==> config.mk <==
export PLATFORM = sky130hd
export DESIGN_NAME = comparador_credito_flat
export DESIGN_NICKNAME = d
export VERILOG_FILES = /design/src/rtl/comparador_credito_pkg.sv /design/src/rtl/comparador_credito_if.sv /design/src/rtl/comparador_credito_seletor_troco.sv /design/src/rtl/comparador_credito.sv /design/src/flat_wrapper.sv
export SDC_FILE = /design/constraint.sdc
export NUM_CORES = 1
export LEC_CHECK = 0
export ABC_AREA = 0
export CORE_MARGIN = 1
export CORE_UTILIZATION = 40
export CTS_CLUSTER_SIZE = 40
export DETAILED_ROUTE_END_ITERATION = 16
export SLEW_MARGIN = 20
export SYNTH_ARGS = -nofsm -noshare
export SYNTH_HDL_FRONTEND = slang
export SYNTH_SLANG_ARGS = --single-unit
==> constraint.sdc <==
create_clock -name clk -period 9.15 [get_ports clk]
set_clock_uncertainty 0.05 [all_clocks]
set_input_delay 2.745 -clock clk [delete_from_list [all_inputs] [get_ports clk]]
set_output_delay 2.745 -clock clk [all_outputs]
set_load 0.01 [all_outputs]
==> src/rtl/comparador_credito_pkg.sv <==
// Shared definitions for the vending-machine payment path: controller state
// codes, coin encoding and cent values, and the payment-stage state encoding.
package pacote_maquina;

  // Main controller state codes as seen on `estados`
  localparam logic [1:0] ESPERA     = 2'b00;
  localparam logic [1:0] PRODUTO    = 2'b01;
  localparam logic [1:0] COMPARADOR = 2'b10;

  // Coin codes, shared by inserted coins and change coins
  localparam logic [1:0] MOEDA_5  = 2'b00;
  localparam logic [1:0] MOEDA_10 = 2'b01;
  localparam logic [1:0] MOEDA_25 = 2'b10;
  localparam logic [1:0] MOEDA_50 = 2'b11;

  localparam int unsigned VALOR_5  = 5;
  localparam int unsigned VALOR_10 = 10;
  localparam int unsigned VALOR_25 = 25;
  localparam int unsigned VALOR_50 = 50;

  // Payment-stage states
  typedef enum logic [1:0] {
    OCIOSO  = 2'b00,
    ACUMULA = 2'b01,
    TROCO   = 2'b10,
    FIM     = 2'b11
  } estado_t;

  // Cent value of a coin code (7 bits is enough for 50)
  function automatic logic [6:0] valor_moeda(input logic [1:0] codigo);
    logic [6:0] v;
    case (codigo)
      MOEDA_5:  v = 7'(VALOR_5);
      MOEDA_10: v = 7'(VALOR_10);
      MOEDA_25: v = 7'(VALOR_25);
      default:  v = 7'(VALOR_50);
    endcase
    return v;
  endfunction

endpackage

==> src/rtl/comparador_credito_if.sv <==
// Payment-stage bus: controller/coin-acceptor/dispenser side is the master,
// the payment stage is the slave.
import pacote_maquina::*;

interface comparador_credito_if #(
  parameter int LARGURA = 8
);
  logic [1:0]         estados;
  logic [LARGURA-1:0] preco;
  logic               moeda_valida;
  logic [1:0]         moeda_codigo;
  logic               cancelar;
  logic               troco_pronto;
  logic               troco_valido;
  logic [1:0]         troco_codigo;
  logic               OK;
  logic               vender;
  logic               moeda_rejeitada;
  logic [LARGURA-1:0] credito;

  modport master (
    output estados, preco, moeda_valida, moeda_codigo, cancelar, troco_pronto,
    input  troco_valido, troco_codigo, OK, vender, moeda_rejeitada, credito
  );

  modport slave (
    input  estados, preco, moeda_valida, moeda_codigo, cancelar, troco_pronto,
    output troco_valido, troco_codigo, OK, vender, moeda_rejeitada, credito
  );
endinterface

==> src/rtl/comparador_credito_seletor_troco.sv <==
// Greedy change selector: largest coin not exceeding the remaining change.
import pacote_maquina::*;

module seletor_troco #(
  parameter int LARGURA = 8
) (
  input  logic [LARGURA:0] troco,
  output logic             valido,
  output logic [1:0]       codigo,
  output logic [LARGURA:0] valor
);
  localparam int W = LARGURA + 1;
  localparam logic [W-1:0] V5  = W'(VALOR_5);
  localparam logic [W-1:0] V10 = W'(VALOR_10);
  localparam logic [W-1:0] V25 = W'(VALOR_25);
  localparam logic [W-1:0] V50 = W'(VALOR_50);

  // Pick the biggest coin that fits; nothing when less than 5 cents remain
  always_comb begin
    valido = 1'b1;
    codigo = MOEDA_5;
    if (troco >= V50)      codigo = MOEDA_50;
    else if (troco >= V25) codigo = MOEDA_25;
    else if (troco >= V10) codigo = MOEDA_10;
    else if (troco >= V5)  codigo = MOEDA_5;
    else                   valido = 1'b0;
    valor = valido ? W'(valor_moeda(codigo)) : '0;
  end
endmodule

==> src/rtl/comparador_credito.sv <==
// comparador_credito: payment stage of the vending-machine controller.
// Latches the price when the controller enters COMPARADOR, accumulates coins,
// pays change one coin at a time, then pulses OK (with vender on a sale).
// Optional: define TIMEOUT_EN to auto-cancel after TIMEOUT idle cycles in ACUMULA.
import pacote_maquina::*;

module comparador_credito #(
  parameter int LARGURA = 8,
  parameter int TIMEOUT = 1000
) (
  input logic                 clk,
  input logic                 rst_n,
  comparador_credito_if.slave bus
);
  // One extra bit so credit/change never wrap inside the stage
  localparam int W = LARGURA + 1;
  localparam logic [W-1:0] CINCO = W'(VALOR_5);

  estado_t            estado, estado_nxt;
  logic [W-1:0]       credito_q, credito_nxt;
  logic [W-1:0]       troco_q, troco_nxt;
  logic [LARGURA-1:0] preco_q, preco_nxt;
  logic               cancel_q, cancel_nxt;
  logic [W-1:0]       moeda_val;
  logic               expira;

  logic               troco_valido_q;
  logic [1:0]         troco_codigo_q;
  logic [W-1:0]       troco_valor_q;
  logic               ok_q, vender_q, rejeitada_q;
  logic [LARGURA-1:0] credito_out_q;

  logic               sel_valido;
  logic [1:0]         sel_codigo;
  logic [W-1:0]       sel_valor;

  if (TIMEOUT < 1) begin : g_timeout_invalido
    $error("comparador_credito: TIMEOUT must be at least 1");
  end

  assign moeda_val = W'(valor_moeda(bus.moeda_codigo));

`ifdef TIMEOUT_EN
  localparam int CW = $clog2(TIMEOUT + 1);
  logic [CW-1:0] ocioso_cnt;

  assign expira = (estado == ACUMULA) && !bus.moeda_valida &&
                  (ocioso_cnt == CW'(TIMEOUT - 1));

  // Idle-cycle counter: zero outside ACUMULA and on every coin
  always_ff @(posedge clk or negedge rst_n) begin
    if (!rst_n)                                   ocioso_cnt <= '0;
    else if (estado != ACUMULA || bus.moeda_valida) ocioso_cnt <= '0;
    else if (!expira)                             ocioso_cnt <= ocioso_cnt + 1'b1;
  end
`else
  assign expira = 1'b0;
`endif

  // Next-state and datapath updates
  always_comb begin
    estado_nxt  = estado;
    credito_nxt = credito_q;
    troco_nxt   = troco_q;
    preco_nxt   = preco_q;
    cancel_nxt  = cancel_q;
    case (estado)
      OCIOSO: begin
        credito_nxt = '0;
        if (bus.estados == COMPARADOR) begin
          preco_nxt  = bus.preco;
          cancel_nxt = 1'b0;
          estado_nxt = ACUMULA;
        end
      end
      ACUMULA: begin
        if (bus.moeda_valida) credito_nxt = credito_q + moeda_val;
        // A coin landing on the decision cycle is folded into the change
        if (credito_q >= {1'b0, preco_q}) begin
          troco_nxt  = credito_nxt - {1'b0, preco_q};
          estado_nxt = TROCO;
        end else if (bus.cancelar || expira) begin
          troco_nxt  = credito_nxt;
          cancel_nxt = 1'b1;
          estado_nxt = TROCO;
        end
      end
      TROCO: begin
        // Sub-5c residue is dropped
        if (troco_q < CINCO)
          estado_nxt = FIM;
        else if (troco_valido_q && bus.troco_pronto)
          troco_nxt = troco_q - troco_valor_q;
      end
      default: begin
        credito_nxt = '0;
        estado_nxt  = OCIOSO;
      end
    endcase
  end

  // Selector looks at next change so a new coin follows a handshake directly
  seletor_troco #(.LARGURA(LARGURA)) u_seletor (
    .troco  (troco_nxt),
    .valido (sel_valido),
    .codigo (sel_codigo),
    .valor  (sel_valor)
  );

  // State and datapath registers
  always_ff @(posedge clk or negedge rst_n) begin
    if (!rst_n) begin
      estado    <= OCIOSO;
      credito_q <= '0;
      troco_q   <= '0;
      preco_q   <= '0;
      cancel_q  <= 1'b0;
    end else begin
      estado    <= estado_nxt;
      credito_q <= credito_nxt;
      troco_q   <= troco_nxt;
      preco_q   <= preco_nxt;
      cancel_q  <= cancel_nxt;
    end
  end

  // Registered outputs, derived from next state
  always_ff @(posedge clk or negedge rst_n) begin
    if (!rst_n) begin
      troco_valido_q <= 1'b0;
      troco_codigo_q <= '0;
      troco_valor_q  <= '0;
      ok_q           <= 1'b0;
      vender_q       <= 1'b0;
      rejeitada_q    <= 1'b0;
      credito_out_q  <= '0;
    end else begin
      troco_valido_q <= (estado_nxt == TROCO) && sel_valido;
      troco_codigo_q <= ((estado_nxt == TROCO) && sel_valido) ? sel_codigo : '0;
      troco_valor_q  <= ((estado_nxt == TROCO) && sel_valido) ? sel_valor : '0;
      ok_q           <= (estado_nxt == FIM);
      vender_q       <= (estado_nxt == FIM) && !cancel_q;
      rejeitada_q    <= bus.moeda_valida && (estado != ACUMULA);
      credito_out_q  <= credito_nxt[LARGURA] ? {LARGURA{1'b1}} : credito_nxt[LARGURA-1:0];
    end
  end

  assign bus.troco_valido    = troco_valido_q;
  assign bus.troco_codigo    = troco_codigo_q;
  assign bus.OK              = ok_q;
  assign bus.vender          = vender_q;
  assign bus.moeda_rejeitada = rejeitada_q;
  assign bus.credito         = credito_out_q;

endmodule

==> src/flat_wrapper.sv <==
// flat-port wrapper written by rule: the top's interface ports become plain ports
module comparador_credito_flat 
#(
  parameter int LARGURA = 8,
  parameter int TIMEOUT = 1000
)
  (clk, rst_n, bus_estados, bus_preco, bus_moeda_valida, bus_moeda_codigo, bus_cancelar, bus_troco_pronto, bus_troco_valido, bus_troco_codigo, bus_OK, bus_vender, bus_moeda_rejeitada, bus_credito);
  comparador_credito_if #(.LARGURA(LARGURA)) bus_i ();
  input logic clk;
  input logic rst_n;
  input wire logic [$bits(bus_i.estados)-1:0] bus_estados;
  input wire logic [$bits(bus_i.preco)-1:0] bus_preco;
  input wire logic [$bits(bus_i.moeda_valida)-1:0] bus_moeda_valida;
  input wire logic [$bits(bus_i.moeda_codigo)-1:0] bus_moeda_codigo;
  input wire logic [$bits(bus_i.cancelar)-1:0] bus_cancelar;
  input wire logic [$bits(bus_i.troco_pronto)-1:0] bus_troco_pronto;
  output wire logic [$bits(bus_i.troco_valido)-1:0] bus_troco_valido;
  output wire logic [$bits(bus_i.troco_codigo)-1:0] bus_troco_codigo;
  output wire logic [$bits(bus_i.OK)-1:0] bus_OK;
  output wire logic [$bits(bus_i.vender)-1:0] bus_vender;
  output wire logic [$bits(bus_i.moeda_rejeitada)-1:0] bus_moeda_rejeitada;
  output wire logic [$bits(bus_i.credito)-1:0] bus_credito;
  assign bus_i.estados = bus_estados;
  assign bus_i.preco = bus_preco;
  assign bus_i.moeda_valida = bus_moeda_valida;
  assign bus_i.moeda_codigo = bus_moeda_codigo;
  assign bus_i.cancelar = bus_cancelar;
  assign bus_i.troco_pronto = bus_troco_pronto;
  assign bus_troco_valido = bus_i.troco_valido;
  assign bus_troco_codigo = bus_i.troco_codigo;
  assign bus_OK = bus_i.OK;
  assign bus_vender = bus_i.vender;
  assign bus_moeda_rejeitada = bus_i.moeda_rejeitada;
  assign bus_credito = bus_i.credito;
  comparador_credito #(.LARGURA(LARGURA), .TIMEOUT(TIMEOUT)) u_core (.clk(clk), .rst_n(rst_n), .bus(bus_i));
endmodule
# ---- Yosys cells after proc, flatten, opt, wreduce, memory -nomap -nowiden
# Index checks and enable logic that the tools add are counted.
dict set report totals {
  ff_bits 52
  output_inout_bits 14
}
dict set report op_classes {
  n_addsub 3
  n_lt_le_gt_ge 6
  reduce_logical 11
  muxes 30
  n_eq_ne 13
}
# op count
set ops {}
lappend ops {{9-bit two-way mux} 6}
lappend ops {{6-bit case mux with 3 select lines} 2}
lappend ops {{9-bit case mux with 2 select lines} 2}
lappend ops {{2-bit two-way mux} 7}
lappend ops {{7-bit two-way mux} 2}
lappend ops {{2-bit equality test (second input constant)} 6}
lappend ops {{9-bit by 6-bit adder with 9-bit output} 1}
lappend ops {{9-bit by 3-bit >= comparator with 1-bit output (second input constant)} 1}
lappend ops {{9-bit by 4-bit >= comparator with 1-bit output (second input constant)} 1}
lappend ops {{9-bit by 5-bit >= comparator with 1-bit output (second input constant)} 1}
lappend ops {{9-bit by 6-bit >= comparator with 1-bit output (second input constant)} 1}
lappend ops {{9-bit by 8-bit >= comparator with 1-bit output} 1}
lappend ops {{9-bit by 3-bit < comparator with 1-bit output (second input constant)} 1}
lappend ops {{9-bit by 8-bit subtractor with 9-bit output} 1}
lappend ops {{9-bit subtractor} 1}
lappend ops {{1-bit two-way mux} 8}
lappend ops {{8-bit two-way mux} 1}
lappend ops {{2-bit by 1-bit equality test with 1-bit output (second input constant)} 3}
lappend ops {{2-bit zero test} 3}
lappend ops {{2-bit case mux with 3 select lines} 1}
lappend ops {{1-bit logical AND} 4}
lappend ops {{2-bit by 1-bit != test with 1-bit output (second input constant)} 2}
lappend ops {{2-bit != test (second input constant)} 2}
lappend ops {{4-bit AND reduction} 1}
lappend ops {{other kinds (4)} 4}

# ---- Longest topological paths before layout
# Gate-level depths: netlist (run 1).
dict set report logic_depth {
  word_depth 16
  mapped_depth 20
  mapped_depth_nobuf 20
}

# ---- Cells and area by module
# Synthesis (run 1) repeated with hierarchy kept, for this count alone.
dict set report unflattened {
  hier_cells 424
  area_unflattened_um2 3873.7
}
# module cells_each seq_area_each_um2 n_inst area_per_inst_um2
set by_module_without_submodules {}
lappend by_module_without_submodules {comparador_credito 398 1301.2 1 3676.0}
lappend by_module_without_submodules {seletor_troco 26 0.0 1 197.7}

# ---- Worst setup path after synthesis (run 1)
# OpenSTA, ideal clock, no wires.
dict set report synth_timing {
  kind {input to register}
  startpoint {input port bus_moeda_codigo[0]}
  endpoint {register u_core.troco_valor_q[3]}
  arrival_ps 6719
  t_required_ps 8981
  setup_slack_ps 2262
  path_buffers 0
  stages 19
  cell_sequence {inv_1 ha_1 or2_2 ha_1 a21oi_1 o21ai_0 xor2_1 mux2_2 ha_1 or2_2 o311a_1 and3_2 a2111o_1 nor4_1 nand2_1 a21oi_1 inv_1 ha_1 and2_1}
}
dict set report synth_between {
  elab_chain_len 16
  elab_cells_between_ends 29
}
# element line
set synth_lines {}
lappend synth_lines {{start: declaration} flat_wrapper.sv:14} ;# input wire logic [$bits(bus_i.moeda_codigo)-1:0] bus_moeda_codigo;
lappend synth_lines {{2-bit equality test, or another cell as far along} comparador_credito_pkg.sv:32} ;# case (codigo)
lappend synth_lines {{6-bit case mux with 3 select lines (*)} comparador_credito_pkg.sv:32}
lappend synth_lines {{9-bit by 6-bit adder with 9-bit output (*)} comparador_credito.sv:77} ;# if (bus.moeda_valida) credito_nxt = credito_q + moeda_val;
lappend synth_lines {{9-bit two-way mux (*)} comparador_credito.sv:77}
lappend synth_lines {{9-bit two-way mux (*)} comparador_credito.sv:67} ;# case (estado)
lappend synth_lines {{9-bit by 8-bit subtractor with 9-bit output / 9-bit two-way mux (equally long branches)} {comparador_credito.sv:80, comparador_credito.sv:82}}
lappend synth_lines {{9-bit two-way mux (*)} comparador_credito.sv:79} ;# if (credito_q >= {1'b0, preco_q}) begin
lappend synth_lines {{9-bit case mux with 2 select lines (*)} comparador_credito.sv:67}
lappend synth_lines {{named net u_core.troco_nxt[6]} comparador_credito.sv:21} ;# logic [W-1:0] troco_q, troco_nxt;
lappend synth_lines {{9-bit by 4-bit >= comparator with 1-bit output} comparador_credito_seletor_troco.sv:24} ;# else if (troco >= V10) codigo = MOEDA_10;
lappend synth_lines {{1-bit two-way mux} comparador_credito_seletor_troco.sv:24}
lappend synth_lines {{2-bit two-way mux} comparador_credito_seletor_troco.sv:23} ;# else if (troco >= V25) codigo = MOEDA_25;
lappend synth_lines {{2-bit two-way mux} comparador_credito_seletor_troco.sv:22} ;# if (troco >= V50) codigo = MOEDA_50;
lappend synth_lines {{2-bit equality test, or another cell as far along} comparador_credito_pkg.sv:32}
lappend synth_lines {{6-bit case mux with 3 select lines} comparador_credito_pkg.sv:32}
lappend synth_lines {{7-bit two-way mux} comparador_credito_seletor_troco.sv:27} ;# valor = valido ? W'(valor_moeda(codigo)) : '0;
lappend synth_lines {{7-bit two-way mux (*)} comparador_credito.sv:140} ;# troco_valor_q <= ((estado_nxt == TROCO) && sel_valido) ? sel_valor : '0;
lappend synth_lines {{end signal: assignment} comparador_credito.sv:140}
lappend synth_lines {{end: declaration} comparador_credito.sv:29} ;# logic [W-1:0] troco_valor_q;
# Mark *: on every way through the listed nets, which the timed path passes. The rest lies on a longest branch. The select of a mux whose other input is x is not followed.
# A chain may end at the register's enable or synchronous reset.

# ---- Worst setup path in the final report (run 1)
# Same ends and word-level chain as after synthesis.

==> results of run 1 <==
cell families (layout without fill, tap and decap cells):
kind of cell / count (synthesis) / in the layout / share of synthesized area
AND/OR/NAND/NOR: 134 / 134 / 0.190
AO/OA/AOI/OAI: 117 / 117 / 0.223
multiplexers: 18 / 18 / 0.0514
adder cells (fa/ha/maj): 42 / 42 / 0.142
XOR/XNOR: 9 / 9 / 0.0205
flip-flops: 49 / 49 / 0.319
buffers and inverters: 45 / 73 / 0.0540
per-layer routing:
layer  global-route usage  vias up  part of all wire
li1                     -     1555                 -
met1                0.280     1584              0.49
met2                0.323       76              0.46
met3               0.0216        8             0.039
met4               0.0513        0             0.011
met5                    0        -                 0
flip-flops by register name (all words and copies together), names as in the netlist:
signal / flops
u_core.cancel_q: 1
u_core.credito_q: 9
u_core.estado: 2
u_core.bus.troco_valido: 1
u_core.bus.troco_codigo: 2
u_core.troco_q: 9
u_core.troco_valor_q: 6
u_core.bus.credito: 8
u_core.bus.OK: 1
u_core.bus.vender: 1
u_core.bus.moeda_rejeitada: 1
u_core.preco_q: 8
final cells by class:
type / instances / area share
clock buffers: 6 / 0.0167
clock inverters: 2 / 0.00892
inverters: 33 / 0.0285
multi-input cells: 320 / 0.555
flip-flops and latches: 49 / 0.282
well taps: 129 / 0.0371
repair buffers: 32 / 0.0714
Yosys cell counts, drive strengths merged, types with 4 or more instances:
cell type  number
nand2b          5
nor2b          17
a22oi          11
mux2           14
nand3b          4
a21o            5
a2111o          4
ha             39
a211oi          4
o2111ai         4
xnor2           6
and2            6
nand3           6
nor3           11
o21ai          26
dfrtp          49
o21a            5
mux2i           4
nor2           38
a21oi          28
nand2          20
o211ai          4
inv            32
buf             5
or2             5
clkbuf          7
critical path: cells and delay by family:
| family | cells | cell delay, ps |
|---|---|---|
| muxes | 1 | 290 |
| and+or+nand+nor | 6 | 1360 |
| AOI/OAI and AO/OA | 5 | 1390 |
| buffers and inverters | 3 | 720 |
| xor gates and xnor gates | 1 | 190 |
| adders and majority gates | 4 | 1010 |
worst paths after layout:
kind                                startpoint                         end  slack [ps]
min                            u_core.cancel_q           u_core.bus.vender         430
min reg2reg                    u_core.cancel_q           u_core.bus.vender         430
max in group asynchronous                rst_n         u_core.credito_q[2]        6130
max                        bus_moeda_codigo[0]     u_core.troco_valor_q[3]        1610
max reg2reg                u_core.credito_q[1]     u_core.troco_valor_q[3]        4380
min in group asynchronous                rst_n  u_core.bus.troco_codigo[1]        2470
per-stage QoR:
step	worst slack [ps]	hold WS, ps
after global placement	1460	408
final	1610	431
after global routing	1240	454
after detailed placement	1290	409
after floorplan	2260	376
after CTS	1610	427
where the power goes:
| part | switching (uW) | internal, uW |
|---|---|---|
| clock | 81.2 | 82.3 |
| sequential | 51.4 | 273 |
| combinational | 474 | 319 |
==> results by group, run 1 <==
Clock network
  – Clock H-tree levels: 2
  – # Post-CTS Setup Buffers: 0
  – Clk buf depth: 2
  – Clock root buffer: clkbuf_8
  – Worst-path clk slew: 100 ps
  – Latest clock arrival within the worst-skew pair: 320 ps
  – CTS tree: done
  – Hold Buf Count CTS: 0
  – CTS resizes: 0
  – Num CTS Buffers: 5
  – CTS Sinks: 49

STA
  – Setup_tns: 0 ps
  – Setup violators final: 0
  – Slew Limit Fails: 0
  – Post-layout min period: 7540 ps
  – Final Hold Violating Endpoints: 0
  – F_max: 0.133 GHz
  – Worst Tran Pin Value: 862 ps
  – Slew headroom: 0.425
  – RSZ-0062 raised after global routing: false
  – Fin crit share: 0.824

Power
  – Pwr dens: 295 nW/um^2
  – Peak VDD IR: 0.285 mV
  – Leak Pwr: 0.00194 uW
  – Final Total Pwr: 1280 uW

Global routing
  – First-pass GRT wire length: 15.4 mm
  – Overall Global Routing Usage: 0.197
  – Initial antenna violation count: 0
  – Vias in the first global route: 3112
  – Largest net degree at the start of global routing: 50
  – GRT overflow: 0

Critical path
  – CP endpoint kind: register
  – Crit Path Max Fanout: 4
  – Type of the worst setup path: input port to register
  – Top cell by count, worst path: ha_1
  – Worst-path cell chain: clkdlybuf4s50_1 > inv_1 > ha_1 > or2_2 > ha_1 > a21oi_1 > o21ai_0 > xor2_1 > mux2_2 > ha_1 > or2_2 > o311a_1 > and3_2 > a2111o_1 > nor4_1 > nand2_1 > a21oi_1 > inv_1 > ha_1 > and2_1
  – Critical path launch point type: input port
  – Req. time, crit path: 9310 ps
  – Worst Path Arrival: 7700 ps
  – CP peak stage delay: 510 ps
  – Critical path's slowest cell: clkdlybuf4s50_1
  – Worst r2r path cells: 16

Floorplan
  – Die footprint: 10000 um^2
  – Initial Util: 0.415
  – I/O Pins: 31
  – Die Span X: 100 um
  – Height of the die: 100 um
  – # rows: 35
  – Core area: 9280 um^2

Synth
  – Yosys warns: 0
  – Yosys top cell by area: dfrtp_1
  – Number of synthesized register bits: 49
  – Mapped Nets: 473
  – Top_reg_cell synth: dfrtp_1
  – Number of synthesized flops with an enable pin: 0
  – Ys async rst share: 1.00
  – Share of the synthesized area in the top cell type: 0.319
  – Syn Std Cell Area: 3850 um^2
  – Synth Instances: 414
  – Synth area leaders: dfrtp_1, ha_1, mux2_2
  – Register area share after synthesis: 0.319
  – Synth cell types: 74
  – Mean post-synth cell area: 9.30 um^2

Layout
  – Fill count: 956
  – Area Growth Syn to Fin: 13.0%
  – Layout cells sized above 1: 0.106
  – Post-Layout Inst Area: 4350 um^2
  – Diodes inserted: 0
  – Most frequent cells in the layout: dfrtp_1, ha_1, nor2_1
  – Layout net count: 500
  – Most common cell after layout, fill and taps aside: dfrtp_1
  – Register area: 1230 um^2
  – Footprint of the multi-input gates: 2410 um^2
  – Fin cells: 571
  – Final Core Density: 0.468

Placement
  – Placed cells: 563
  – Post-DP HPWL: 7.07 mm
  – Placed instance area: 4240 um^2
  – Buffers added on ports: 30
  – Placer congestion estimate: 0.886

Detailed routing
  – DR WL/cell: 16.5 um
  – Via density: 5.64
  – Routed wire length: 9.42 mm
  – # DRC: 0
  – Drt initial violations: 140
  – DRT Pass-1 Iters: 5
  – Via count: 3223
  – DRT antenna net count: 0

Outcome
  – Status: finished clean

Min path
  – Cell depth of the worst hold path: 1
  – Worst hold path type: register to register

Run
  – Max cap viols: 0
Power figures use the tool's default switching activity.
==> inputs of run 2 (changes only) <==
- clock period: 9.15 -> 6.3 ns (I/O delays scaled with it)
==> run 2 against run 1 <==
Compared with the run above:
- sequential power grew 45%
- critical path depth is 1 lower
- sequential share of layout area shrank 2.1 points
- combinational power increased by 64%
- setup slack worse by 1400 ps
- count of clock-buffer cells in the layout is the same
- largest power group unchanged
==> results by group, run 2 (synthesis gave the netlist of run 1 again) <==
Global routing
  – Overall Global Routing Usage: 0.206 (+0.00841)
  – GRT overflow: 0 (unchanged)
  – Vias in the first global route: 3238 (+4.0%)
  – First-pass GRT wire length: 16.2 mm (+5.0%)
  – Largest net degree at the start of global routing: 50 (unchanged)
  – Initial antenna violation count: 0 (unchanged)

Critical path
  – RR Startpoint: u_core.credito_q[1]
  – Crit Path Max Fanout: 3 (-1)
  – Type of the worst setup path: input port to register
  – CP endpoint kind: register
  – Worst r2r path cells: 17 (+1)
  – Worst Path Arrival: 6220 ps (-1480 ps)
  – Reg-to-reg endpoint: u_core.troco_valor_q[3]
  – Req. time, crit path: 6450 ps (-2860 ps)
  – Crit path from: bus_moeda_codigo[1]
  – Flop2flop setup slack: 1970 ps (-2410 ps)
  – Critical path launch point type: input port

Min path
  – Endpoint, Worst Hold: u_core.bus.vender
  – Worst hold path type: register to register
  – Cell depth of the worst hold path: 1 (unchanged)
  – Hold Startpoint: u_core.cancel_q

Layout
  – Area Growth Syn to Fin: 22.1%
  – Fin cells: 616 (+7.9%)
  – Diodes inserted: 0 (unchanged)
  – Largest registers: u_core.credito_q (9), u_core.troco_q (9)
  – Layout net count: 545 (+9.0%)
  – Final Core Density: 0.506 (+0.0380)
  – Most common cell after layout, fill and taps aside: dfrtp_1
  – Fill count: 887 (-7.2%)
  – Layout cells sized above 1: 0.203 (+0.0970)
  – Most frequent cells in the layout: dfrtp_1, buf_4, ha_1

Detailed routing
  – Routed wire length: 9.64 mm (+2.3%)
  – Via count: 3302 (+2.5%)
  – Via density: 5.36 (-5.0%)
  – DRT Pass-1 Iters: 4 (-1)
  – DRT antenna net count: 0 (unchanged)
  – DR WL/cell: 15.7 um (-5.2%)
  – # DRC: 0 (unchanged)
  – Drt initial violations: 149 (+6.4%)

STA
  – F_max: 0.165 GHz
  – RSZ-0062 raised after global routing: false
  – Setup violators final: 0 (unchanged)
  – Final Hold Violating Endpoints: 0 (unchanged)
  – Post-layout min period: 6060 ps
  – Worst Tran Pin Value: 761 ps (-102 ps)
  – Fin worst setup slack: 237 ps (-1370 ps)
  – Slew headroom: 0.493 (+0.0677)
  – Slew Limit Fails: 0 (unchanged)
  – Fin crit share: 0.962

Placement
  – Post-DP HPWL: 7.53 mm (+6.5%)
  – Placer congestion estimate: 0.853 (-3.7%)
  – Buffers added on ports: 30 (unchanged)
  – Placed cells: 607 (+7.8%)
  – Place WS: -328 ps (-1620 ps)

Floorplan
  – Die Span X: 100 um (unchanged)
  – Die footprint: 10000 um^2 (unchanged)
  – Initial Util: 0.415 (unchanged)
  – # rows: 35 (unchanged)
  – I/O Pins: 31 (unchanged)
  – Height of the die: 100 um (unchanged)
  – Core area: 9280 um^2 (unchanged)

Clock network
  – CTS tree: done
  – Num CTS Buffers: 5 (unchanged)
  – Clock H-tree levels: 2 (unchanged)
  – Hold Buf Count CTS: 0 (unchanged)
  – Clk buf depth: 2 (unchanged)
  – Worst-path clk slew: 100 ps (about the same)
  – Latest clock arrival within the worst-skew pair: 300 ps (-20 ps)
  – CTS Sinks: 49 (unchanged)
  – Clock root buffer: clkbuf_8

Power
  – Peak VDD IR: 0.223 mV (-22%)
  – Leak Pwr: 0.00218 uW (+12%)
  – Pwr dens: 421 nW/um^2 (+43%)
  – Final Total Pwr: 1980 uW (+54%)

Run
  – Max cap viols: 0 (unchanged)

Outcome
  – Status: finished clean
## run 2: report_power, final
| part | internal (uW) | switching, uW | leakage, uW |
|---|---|---|---|
| Combinational | 578 | 722 | 0.00147 |
| Clock | 91.5 | 115 | 0.0000518 |
| Sequential | 397 | 72.4 | 0.000655 |
## run 2: area by class of cell
class / instances / area (um^2) / area share
sequential: 49 / 1230 / 0.261
inverter: 33 / 124 / 0.0264
multi-input combinational: 320 / 2440 / 0.519
clock inverter: 2 / 17.5 / 0.00373
clock buffer: 6 / 82.6 / 0.0176
tap: 129 / 161 / 0.0343
timing repair buffer: 77 / 651 / 0.138
## run 2: repair_timing
item,CTS,global route
buffers inserted,0,1
pin swaps,0,3
resized for setup,1,8
endpoints found under the setup margin,1,9
## run 2: worst max-delay path by stage
stage,end,slack (ps)
6_report,u_core.troco_valor_q[3],240
5_1_grt,u_core.troco_valor_q[3],50
4_1_cts,u_core.troco_valor_q[3],1
3_5_place_dp,u_core.troco_valor_q[3],-330
3_3_place_gp,u_core.troco_valor_q[3],-250
2_1_floorplan,u_core.troco_valor_q[3],270
## run 2: stage by stage
step / area (um^2) / setup TNS, ps / hold WS [ps]
2_1_floorplan: 3850 / 0 / 376
3_3_place_gp: 4570 / -1650 / 405
3_5_place_dp: 4570 / -2260 / 404
4_1_cts: 4670 / 0 / 423
5_1_grt: 4700 / 0 / 441
6_report: 4700 / 0 / 420
## run 2: critical path: stages
cell and delay (ps):
clkdlybuf4s50_1 450, ha_1 220, or2_2 290, ha_1 290, o21ai_1 80, a21oi_1 60, or4_2 580, nand3_2 110
ha_1 250, or3_1 350, o311a_1 120, and3_2 200, a2111o_1 350, nor4_2 250, nand2_1 120, a21oi_2 140
inv_1 60, ha_1 260, and2_1 140
## run 2: metal layers
| metal | global-route usage | part of all wire | vias to the layer above | wire length, um |
|---|---|---|---|---|
| met4 | 0.0334 | 0.0037 | 0 | 36 |
| li1 | - | - | 1654 | - |
| met2 | 0.333 | 0.47 | 49 | 4500 |
| met5 | 0 | 0 | - | 0 |
| met1 | 0.301 | 0.50 | 1597 | 4850 |
| met3 | 0.0244 | 0.026 | 2 | 255 |
==> inputs of run 3 (changes only) <==
- CAP_MARGIN: unset -> 0
- CORE_ASPECT_RATIO: unset -> 1.4
==> run 3 against run 2 <==
Compared with the run above:
- the run now ends with DRC left
- worst hold slack got worse by 21 ps
- first-iteration DRC count rose by 25%
- setup slack got worse by 55 ps
- final area rose by 0.37%
- fmax fell by 0.90%
- die area barely moved
- critical path type unchanged
- largest power group unchanged
==> results by group, run 3 (synthesis gave the netlist of run 1 again) <==
Floorplan
  – Height of the die: 118 um (+18%)
  – # rows: 42 (+20%)
  – Die footprint: 10000 um^2 (about the same)
  – Die Span X: 84.9 um (-15%)
  – Core area: 9410 um^2 (+1.3%)
  – I/O Pins: 31 (unchanged)
  – Initial Util: 0.409 (-0.00540)

Placement
  – Placer congestion estimate: 0.884 (+3.7%)
  – Post-DP HPWL: 7.92 mm (+5.1%)
  – Buffers added on ports: 30 (unchanged)
  – Placed cells: 584 (-3.8%)
  – Place WS: -352 ps (-24.2 ps)

Critical path
  – CP peak stage delay: 450 ps (-130 ps)
  – Crit path max-delay family: simple AND/OR/NAND/NOR gates
  – Crit Path Max Fanout: 9 (+6)
  – RR Startpoint: u_core.credito_q[1]
  – Critical path's slowest cell: clkdlybuf4s50_1
  – Worst Path Arrival: 6250 ps (+30 ps)
  – CP endpoint kind: register
  – Worst-path cell chain: clkdlybuf4s50_1 > ha_1 > or2_2 > ha_1 > a21oi_2 > o21ai_1 > xor2_1 > mux2_2 > ha_2 > or2_2 > o311a_1 > and3_2 > a2111o_1 > nor4_2 > nand2_1 > buf_4 > o211a_4 > and2_1
  – Flop2flop setup slack: 1910 ps (-60 ps)
  – Buffers and inverters on the worst path: 2 (unchanged)
  – Type of the worst setup path: input port to register
  – Critical path launch point type: input port
  – Worst r2r path cells: 16 (-1)
  – Req. time, crit path: 6430 ps (-20 ps)
  – Reg-to-reg endpoint: u_core.troco_valor_q[5]

Global routing
  – GRT overflow: 0 (unchanged)
  – Overall Global Routing Usage: 0.217 (+0.0111)
  – Initial antenna violation count: 0 (unchanged)
  – First-pass GRT wire length: 16.9 mm (+4.5%)
  – Vias in the first global route: 3359 (+3.7%)
  – Largest net degree at the start of global routing: 50 (unchanged)

Clock network
  – Worst-path clk slew: 70 ps (-30 ps)
  – Clock root buffer: clkbuf_16
  – Num CTS Buffers: 5 (unchanged)
  – CTS Sinks: 49 (unchanged)
  – Clock H-tree levels: 2 (unchanged)
  – Latest clock arrival within the worst-skew pair: 290 ps (about the same)
  – CTS tree: done
  – Clk buf depth: 2 (unchanged)

STA
  – Worst Tran Pin Value: 820 ps (+58.6 ps)
  – Final Hold Violating Endpoints: 0 (unchanged)
  – Fin crit share: 0.971 (+0.00876)
  – Setup_tns: 0 ps (unchanged)
  – F_max: 0.163 GHz (-0.90%)
  – Slew headroom: 0.454 (-0.0391)
  – Setup violators final: 0 (unchanged)
  – Fin worst setup slack: 181 ps (-55.2 ps)
  – Post-layout min period: 6120 ps (+55.2 ps)
  – Slew Limit Fails: 0 (unchanged)

Detailed routing
  – Routed wire length: 10.1 mm (+4.6%)
  – Via count: 3295 (-0.21%)
  – DRT Pass-1 Iters: 11 (+7)
  – DR WL/cell: 17.0 um (+8.6%)
  – # DRC: 1 (+1)
  – DRT antenna net count: 0 (unchanged)
  – Via density: 5.56 (+3.7%)
  – Drt initial violations: 186 (+25%)

Layout
  – Area Growth Syn to Fin: 22.6%
  – Most frequent cells in the layout: dfrtp_1, buf_4, ha_1
  – Most common cell after layout, fill and taps aside: dfrtp_1
  – Diodes inserted: 0 (unchanged)
  – Layout cells sized above 1: 0.203 (-0.000387)
  – Fin cells: 593 (-3.7%)
  – Layout net count: 541 (-0.73%)
  – Largest registers: u_core.credito_q (9), u_core.troco_q (9)

Min path
  – Hold Startpoint: u_core.cancel_q
  – Endpoint, Worst Hold: u_core.bus.vender
  – Worst hold path type: register to register
  – Cell depth of the worst hold path: 1 (unchanged)

Outcome
  – Status: complete, but fails checks
  – Failing checks: DRC

Power
  – Leak Pwr: 0.00218 uW (about the same)
  – Pwr dens: 426 nW/um^2 (+1.3%)
  – Peak VDD IR: 0.256 mV (+15%)

Run
  – Max cap viols: 0 (unchanged)
==> run 3: worst reg2reg max path, stage by stage (launching register included) <==
cell      delay (ps)
dfrtp_1          470
ha_1             310
a211oi_1          90
buf_4            160
or3b_2           460
a31o_2           260
ha_1             290
o21a_1           170
o31a_1           120
o311a_1          330
and3_2           210
a2111o_1         350
nor4_2           300
nand2_1          120
buf_4            150
o211a_4          270
and2_1           170
==> run 3: worst max path at each step <==
| stage | depth (start not counted) | start | endpoint | slack [ps] |
|---|---|---|---|---|
| after floorplan | 19 | bus_moeda_codigo[0] | u_core.troco_valor_q[3] | 270 |
| after global placement | 20 | bus_moeda_codigo[0] | u_core.troco_valor_q[3] | -270 |
| after detailed placement | 20 | bus_moeda_codigo[0] | u_core.troco_valor_q[3] | -350 |
| after CTS | 20 | bus_moeda_codigo[0] | u_core.troco_valor_q[3] | 6 |
| after global routing | 19 | bus_moeda_codigo[1] | u_core.troco_valor_q[3] | -8 |
| final | 18 | bus_moeda_codigo[1] | u_core.troco_valor_q[5] | 180 |
==> run 3: final cells by class <==
cell class,instances,area (um^2)
clock buffer,5,125
clock inverter,3,25.0
fill,897,4690
inverter,33,124
multi-input combinational,320,2460
sequential,49,1230
tap,110,138
timing repair buffer,73,621
==> run 3: what timing repair did <==
| action | in CTS | in global routing |
|---|---|---|
| pin swaps | 1 | 4 |
| gates cloned | 0 | 0 |
| hold buffers | 0 | 0 |
| setup buffers | 0 | 1 |
| setup endpoints to repair | 2 | 9 |
| gates resized for setup | 3 | 9 |
==> run 3: where the power goes <==
part	switching [uW]	internal, uW	total [uW]
Combinational	693	568	1260
Sequential	75.2	398	473
Clock	126	149	275
==> run 3: metrics by stage <==
stage	power (uW)	hold slack [ps]	cell area [um^2]	utilization
after floorplan	1330	376	3850	-
after global placement	1690	395	4510	0.480
after detailed placement	1720	394	4510	0.480
after CTS	2010	403	4670	0.497
after global routing	2190	427	4720	0.502
final	2010	399	4720	0.502
==> run 3: per-layer routing <==
layer  GRT usage  part of all wire  wire length [um]
met5           0                 0                 0
met4       0.120             0.049               493
met3      0.0309             0.024               242
met2       0.392              0.53              5310
met1       0.241              0.40              4030
